**config.mk**
```make
export PLATFORM = sky130hd
export DESIGN_NAME = fpu_ss_fpr_wb_arbiter
export DESIGN_NICKNAME = d
export VERILOG_FILES = /design/src/rtl/fpu_ss_fpr_wb_arbiter.sv
export SDC_FILE = /design/constraint.sdc
export NUM_CORES = 1
export LEC_CHECK = 0
export BUFFER_PORTS_ARGS = -buffer_cell sky130_fd_sc_hd__buf_2
export CAP_MARGIN = 20
export CORE_ASPECT_RATIO = 0.9
export CORE_UTILIZATION = 45
export DETAILED_ROUTE_END_ITERATION = 7
export GPL_ROUTABILITY_DRIVEN = 0
export GPL_TIMING_DRIVEN = 0
export PLACE_DENSITY = 0.68
export SYNTH_ARGS = -nofsm -noshare
export SYNTH_HDL_FRONTEND = slang
export SYNTH_SLANG_ARGS = --single-unit
```
**constraint.sdc**
```tcl
create_clock -name clk_i -period 3.7 [get_ports clk_i]
set_clock_uncertainty 0.1 [all_clocks]
set_input_delay 0.185 -clock clk_i [delete_from_list [all_inputs] [get_ports clk_i]]
set_output_delay 0.185 -clock clk_i [all_outputs]
set_load 0.05 [all_outputs]
```
**src/rtl/fpu_ss_fpr_wb_arbiter.sv**
```systemverilog
// FP register file write-port arbiter: FPU results vs buffered load responses.
// Loads win by default; a bounded starvation counter forces an FPU grant.
module fpu_ss_fpr_wb_arbiter #(
  parameter int FLEN           = 32,
  parameter int LOAD_BUF_DEPTH = 2,
  parameter int MAX_FPU_WAIT   = 4
) (
  input  logic            clk_i,
  input  logic            rst_i,
  input  logic            fpu_valid_i,
  output logic            fpu_ready_o,
  input  logic [4:0]      fpu_addr_i,
  input  logic [FLEN-1:0] fpu_data_i,
  input  logic            ld_valid_i,
  input  logic [4:0]      ld_addr_i,
  input  logic [FLEN-1:0] ld_data_i,
  output logic            ld_buf_full_o,
  output logic            ld_buf_empty_o,
  output logic            ld_overflow_o,
  output logic            fpr_we_o,
  output logic [4:0]      fpr_waddr_o,
  output logic [FLEN-1:0] fpr_wdata_o,
  output logic            wb_src_o
);

  localparam int PW = (LOAD_BUF_DEPTH > 1) ? $clog2(LOAD_BUF_DEPTH) : 1;
  localparam int CW = $clog2(LOAD_BUF_DEPTH + 1);
  localparam int WW = (MAX_FPU_WAIT > 0) ? $clog2(MAX_FPU_WAIT + 1) : 1;
  localparam logic [PW-1:0] LAST_PTR = PW'(LOAD_BUF_DEPTH - 1);
  localparam logic [CW-1:0] DEPTH_C  = CW'(LOAD_BUF_DEPTH);
  localparam logic [WW-1:0] WAIT_MAX = WW'(MAX_FPU_WAIT);

  logic [4:0]      buf_addr_q [LOAD_BUF_DEPTH];
  logic [FLEN-1:0] buf_data_q [LOAD_BUF_DEPTH];
  logic [PW-1:0]   head_q, head_d, tail_q, tail_d;
  logic [CW-1:0]   count_q, count_d;
  logic [WW-1:0]   wait_q, wait_d;
  logic            ovf_q, ovf_d;
  logic            at_max, force_fpu, grant_ld, grant_fpu, push;

  assign ld_buf_empty_o = (count_q == '0);
  assign ld_buf_full_o  = (count_q == DEPTH_C);
  assign ld_overflow_o  = ovf_q;

  assign at_max      = (wait_q == WAIT_MAX);
  assign force_fpu   = fpu_valid_i & at_max;
  assign fpu_ready_o = ld_buf_empty_o | at_max;
  assign grant_ld    = ~ld_buf_empty_o & ~force_fpu;
  assign grant_fpu   = fpu_valid_i & fpu_ready_o;
  // A pop in the same cycle frees the slot the push lands in.
  assign push        = ld_valid_i & (~ld_buf_full_o | grant_ld);

  always_comb begin
    head_d  = head_q;
    tail_d  = tail_q;
    count_d = count_q + CW'(push) - CW'(grant_ld);
    ovf_d   = ovf_q | (ld_valid_i & ~push);
    wait_d  = wait_q;
    if (grant_ld) head_d = (head_q == LAST_PTR) ? '0 : head_q + 1'b1;
    if (push)     tail_d = (tail_q == LAST_PTR) ? '0 : tail_q + 1'b1;
    if (!fpu_valid_i || grant_fpu) wait_d = '0;
    else if (!at_max)              wait_d = wait_q + 1'b1;
  end

  always_ff @(posedge clk_i) begin
    if (push) begin
      buf_addr_q[tail_q] <= ld_addr_i;
      buf_data_q[tail_q] <= ld_data_i;
    end
  end

  always_ff @(posedge clk_i) begin
    if (rst_i) begin
      head_q      <= '0;
      tail_q      <= '0;
      count_q     <= '0;
      wait_q      <= '0;
      ovf_q       <= 1'b0;
      fpr_we_o    <= 1'b0;
      fpr_waddr_o <= '0;
      fpr_wdata_o <= '0;
      wb_src_o    <= 1'b0;
    end else begin
      head_q   <= head_d;
      tail_q   <= tail_d;
      count_q  <= count_d;
      wait_q   <= wait_d;
      ovf_q    <= ovf_d;
      fpr_we_o <= grant_ld | grant_fpu;
      if (grant_ld) begin
        fpr_waddr_o <= buf_addr_q[head_q];
        fpr_wdata_o <= buf_data_q[head_q];
        wb_src_o    <= 1'b1;
      end else if (grant_fpu) begin
        fpr_waddr_o <= fpu_addr_i;
        fpr_wdata_o <= fpu_data_i;
        wb_src_o    <= 1'b0;
      end
    end
  end

endmodule

```
After elaboration in Yosys (flattened, before gate mapping)
Memory sizes are Yosys's and may differ from the RTL's. A register that Yosys moved wholly into a read port is not among the register bits.
Index checks and enable logic that the tools add are counted.
{ "word_totals": {"input_bits": 78, "ramBits": 74, "output_inout_bits": 43, "regBits": 47, "mem_count": 2} }
{ "mem_list": {"columns": ["memory", "words", "width", "read_ports", "rd_clocked_by_memory_dff", "write_ports", "line", "source"], "rows": [
  ["buf_data_q", 2, 32, 1, 1, 1, "34", "logic [FLEN-1:0] buf_data_q [LOAD_BUF_DEPTH];"],
  ["buf_addr_q", 2, 5, 1, 1, 1, "33", "logic [4:0] buf_addr_q [LOAD_BUF_DEPTH];"]
]} }
{ "classes": {"n_eq_ne": 2, "n_reduce_logical": 5, "mux": 14, "bitwise": 13, "n_addsub": 5} }
{ "op_table": {"columns": ["operator", "count"], "rows": [
  ["$mux 32", 2],
  ["$mux 1", 10],
  ["$mux 5", 2],
  ["$and 1x1->1", 5],
  ["$not 1->1", 4],
  ["$or 1x1->1", 4],
  ["$add 3x1->3 const B", 1],
  ["$eq 3x3->1 const B", 1],
  ["$add 1x1->1 const B", 2],
  ["$add 2x1->2", 1],
  ["$eq 2x2->1 const B", 1],
  ["$logic_not 2->1", 1],
  ["$reduce_bool 2->1", 1],
  ["$reduce_or 2->1", 1],
  ["$sub 2x1->2", 1],
  ["$logic_not 1->1", 1],
  ["$logic_or 1x1->1", 1]
]} }

Logic depth before layout (Yosys ltp)
{ "depth": {"word_depth": 9, "ltp_mapped": 9} }

Worst setup path before layout
OpenSTA, ideal clock, no wires.
{ "synth_path": {"path_kind": "reg2reg", "start": "register wait_q[0]", "end": "memory buf_addr_q[0][0], enable pin", "setup_time_ps": 431, "stages_incl_launch_ff": 6, "period_less_slack_ps": 2930, "path_buffers": 0, "required_ps": 3169, "slack_ps": 770, "arrival_ps": 2399, "cell_sequence": "dfxtp_1 -> inv_1 -> ha_1 -> nand3_1 -> o21ai_1 -> nor2_1"} }
{ "synth_via": {"elab_chain_cells": 8} }
{ "synth_rtl": {"columns": ["item", "line", "source"], "rows": [
  ["from (decl)", "37", "logic [WW-1:0] wait_q, wait_d;"],
  ["from (signal assigned)", "87", "wait_q <= wait_d;"],
  ["$eq 3x3->1", "45", "assign at_max = (wait_q == WAIT_MAX);"],
  ["$and 1x1->1", "46", "assign force_fpu = fpu_valid_i & at_max;"],
  ["$not 1->1", "48", "assign grant_ld = ~ld_buf_empty_o & ~force_fpu;"],
  ["$and 1x1->1", "48", null],
  ["$or 1x1->1", "51", "assign push = ld_valid_i & (~ld_buf_full_o | grant_ld);"],
  ["$and 1x1->1", "51", null],
  ["$mux 1", "66", "if (push) begin"],
  ["$mux 1 (not written as such)", "67", "buf_addr_q[tail_q] <= ld_addr_i;"],
  ["to (decl)", "33", null]
]} }
Every way passes these cells.

Final worst setup path
{ "layout_path": {"start": "register wait_q[0]", "end": "register count_q[1]"} }
{ "layout_via": {"elab_chain_cells": 8} }
{ "layout_rtl": {"columns": ["item", "line", "source"], "rows": [
  ["$eq 3x3->1 (*)", "45", null],
  ["$and 1x1->1 (*)", "46", null],
  ["$not 1->1 (*)", "48", null],
  ["$and 1x1->1 (*)", "48", null],
  ["$or 1x1->1", "51", null],
  ["$and 1x1->1", "51", null],
  ["$add 2x1->2", "56", "count_d = count_q + CW'(push) - CW'(grant_ld);"],
  ["$sub 2x1->2 (*)", "56", null],
  ["to (signal assigned)", "86", "count_q <= count_d;"],
  ["to (decl)", "36", "logic [CW-1:0] count_q, count_d;"]
]} }
Every way passes the cells marked *; elsewhere a longest branch is shown, timed or not.
A chain may end at the register's enable or synchronous reset.

==> results by group <==
Worst hold path
  • Hold Path End: fpr_waddr_o[3]$_SDFFE_PP0P_
  • HP Class: input pin to flop
  • Worst Hold Path Cells: 3
  • Hold Startpoint: fpu_addr_i[3]

Synth
  • Post-synth top area cell: edfxtp_1
  • Ranking of synthesized cells by area: edfxtp_1 39%, a2111oi_4 17%, dfxtp_1 17%
  • Yosys warning total: 0
  • Syn_area_per_cell: 14.9 µm²
  • Area fraction of the dominant cell type after synthesis: between 30% and 40%
  • #FFs+latches synth: about 120
  • Count of cell types in the netlist: 37
  • Syn Std Cell Area: just under 6000 µm²
  • Cells after Synth: around 390
  • Mapped Nets: 468
  • Sequential area share after synthesis: approximately 55%

Power
  • Reg power frac: 29.2%
  • Power share of the clock group: 24.8%
  • PwrDens: approximately 800 nW/µm²
  • Max VDD drop: ~0.53 mV
  • Switching pwr: roughly 2.6 mW
  • Sw frac: 41.1%
  • Leakage power: roughly 2.9 nW
  • Comb pwr share: approximately 46%
  • Cell-internal power: approximately 3.7 mW
  • Tot Pwr: around 6.3 mW

Floorplanning
  • Starting density of the core: between 40% and 50%
  • Die W: around 120 µm
  • I/O pin cnt: approximately 120
  • Num rows: 38
  • DIE AREA: between 10000 and 15000 µm²
  • Core area: roughly 12000 µm²
  • Die H: ~110 µm

CTS
  • CTS Root Cell: clkbuf_16
  • Longest Clk Path Bufs: 2
  • CTS resizes: 0
  • Clk sinks: around 120
  • Htree depth: 4
  • CTS tree: done
  • Clock insertion delay at the later pin of the skew report: 0.41 ns
  • Clock transition at the registers of the reported paths: ~0.05 ns
  • Clock buffer count from CTS: 17
  • CTS hold repair buffers: 74
  • Postcts setup bufs: 0

Finish
  • Final instance area: about 8000 µm²
  • Diodes inserted: 0
  • FILL cells: just over 900
  • Layout cell share with drive strength beyond 1: about two fifths
  • Synth-to-layout area growth: 37.1%
  • Final net count: 683

GRT
  • Initial antenna violation count: 0
  • Global route overflow: 0
  • Pin count of the biggest net entering global routing: 26
  • First-pass GRT wire length: 21100 µm
  • Total track usage: 21.5%
  • Number of global-route vias before repair: ~4.1k

Critical path
  • Crit path max fanout: 10
  • Cells along the critical path: inv_1, ha_1, nand3_1, clkbuf_1, nand2_1, o21ai_0, ha_1, nor2_1, mux2_2
  • Crit path DAT: roughly 2.5 ns
  • Buf/Inv on CP: 2
  • CP max stage delay: about 0.42 ns
  • Slowest stage cell, crit path: clkbuf_1
  • Largest delay contributor family on the critical path: buffers and inverters
  • Critical path class: flop to flop
  • Worst R2R End: count_q[1]$_SDFF_PP0_
  • Critical Path Sink Type: flop
  • R2r setup slk: around 1.4 ns
  • Worst R2R Path Depth: 9
  • Most frequent CP cell: ha_1
  • Worst Path Required: just under 4 ns
  • Reg2reg start: wait_q[0]$_SDFFE_PP0P_
  • CP Launch Type: flop

Route
  • Iter 0 DRT Violations: approximately 210
  • Remaining DRCs: 0
  • Via density: about 5.1
  • Wire length per cell: ~17 µm
  • DRT Wirelength: around 13000 µm
  • DRT antenna net count: 0
  • Routed via count: 3971
  • TritonRoute pass-1 iters: 4

STA
  • Final Max Tran Viols: 0
  • Hold Fails Final Rpt: 0
  • Final setup fails: 0
  • Fin crit share: approximately 63%
  • Slew at the pin closest to its max-slew limit: 0.687 ns
  • Fmax achieved: around 0.43 GHz
  • TNS Setup: 0 ns
  • Final hold slack: 0.0143 ns
  • RSZ-0062 raised after global routing: false
  • Minimum clock period after layout: 2.33 ns
  • Max-slew headroom: 53.8%

Placement
  • Cell Area, Placed: approximately 6600 µm²
  • Placed wire-length estimate: between 8000 and 9000 µm
  • Port Buffer Count: between 100 and 150

Job
  • Max-cap check violation count: 0

Outcome
  • Status: finished clean
-- per-layer routing --
layer  vias to the layer above  GRT usage [%]  part of all wire (%)
met5                         -              0                     0
met4                         0           8.11                   1.1
met3                        13           4.67                   3.6
met2                        99           36.9                    49
met1                      1944           26.5                    46
li1                       1915              -                     -
-- state kept, by name, indices dropped and copies added, names as in the netlist, 2 cells and up, named ones only --
name and cells:
wait_q 3, buf_addr_q 10, buf_data_q 64, fpr_waddr_o 5
fpr_wdata_o 32, count_q 2
-- cell families after synthesis --
family          after synthesis  synth area share (%)
simple gates                 98                  9.00
fa+ha+maj                     3                 0.651
buf+inv                      39                  4.73
mux                           4                 0.737
compound gates              121                  29.7
flops                       122                  55.2
-- area by class of cell --
| class | count | area, µm² | area share [%] |
|---|---|---|---|
| Sequential cell | 122 | 3180 | 40.2 |
| Multi-Input combinational cell | 226 | 2330 | 29.4 |
| Timing Repair Buffer | 196 | 1380 | 17.5 |
| Clock buffer | 22 | 444 | 5.61 |
| Buffer | 33 | 245 | 3.10 |
| Tap cell | 160 | 200 | 2.53 |
| Clock inverter | 10 | 101 | 1.28 |
| Inverter | 6 | 27.5 | 0.348 |
-- how the worst max path moves through the flow --
stage                                 startpoint                           to  slack (ns)  depth (start not counted)
final                     wait_q[0]$_SDFFE_PP0P_        count_q[1]$_SDFF_PP0_        1.37                          9
after global routing      wait_q[0]$_SDFFE_PP0P_        count_q[1]$_SDFF_PP0_        1.14                          9
after CTS                 wait_q[0]$_SDFFE_PP0P_        count_q[1]$_SDFF_PP0_        1.40                          9
after detailed placement  wait_q[0]$_SDFFE_PP0P_        count_q[1]$_SDFF_PP0_        1.43                          9
after global placement    wait_q[0]$_SDFFE_PP0P_  buf_data_q[0][30]$_DFFE_PP_       -0.30                          5
after floorplan           wait_q[0]$_SDFFE_PP0P_   buf_addr_q[0][0]$_DFFE_PP_        0.77                          5
-- cell usage after synthesis --
library cell  instances
a2111oi_2             1
a2111oi_4            36
a21oi_1              40
a31oi_1               2
and2_1                1
and3_4                1
buf_2                 7
buf_4                 5
buf_6                 8
buf_8                 3
clkbuf_1             10
dfxtp_1              48
edfxtp_1             74
ha_1                  3
inv_1                 4
inv_2                 1
inv_6                 1
mux2_1                1
mux2_2                1
mux2i_1               2
nand2_1              38
nand2b_1              1
nand3_1               1
nand3b_1              1
nor2_1                8
nor2b_1              40
nor3_1                1
nor3b_1               1
nor4_4                1
o211ai_1              1
o21ai_0               1
o21ai_1               2
o21bai_2              1
o31ai_2              37
or2_1                 2
or2b_1                1
or3_1                 1
-- tightest hold or removal path: cells and delay by family --
kind / cells / cell delay, ns
AO/OA/AOI/OAI: 2 / 0.21
buffers and inverters: 1 / 0.10
-- power by group through the flow --
| stage | Combinational (mW) | Clock (mW) | Sequential (mW) |
|---|---|---|---|
| CTS | 2.90 | 1.57 | 1.83 |
| detailed placement | 2.84 | 0 | 1.86 |
| floorplan | 1.63 | 0 | 2.48 |
| finish | 2.89 | 1.55 | 1.83 |
| global route | 3.06 | 1.63 | 1.86 |
| global placement | 2.79 | 0 | 1.85 |
-- cell usage in the layout, fill, tap and decap left out, types with 4 or more instances in the layout --
cell type and instances:
a2111oi_4 36, a21oi_1 40, buf_2 127, buf_4 5, buf_6 8, clkbuf_1 15, clkbuf_16 17, clkinv_2 5
dfxtp_1 48, dlygate4sd3_1 74, edfxtp_1 74, inv_1 4, nand2_1 38, nor2_1 6, nor2b_1 40, o31ai_2 37
-- stage by stage --
step,utilization (%),instances,setup WS [ns]
after CTS,64.5,775,1.40
after floorplan,-,387,0.770
after global placement,53.6,667,-0.300
final,64.5,775,1.37
after global routing,64.5,775,1.14
after detailed placement,54.0,669,1.43
(Power assumes the default switching activity.)
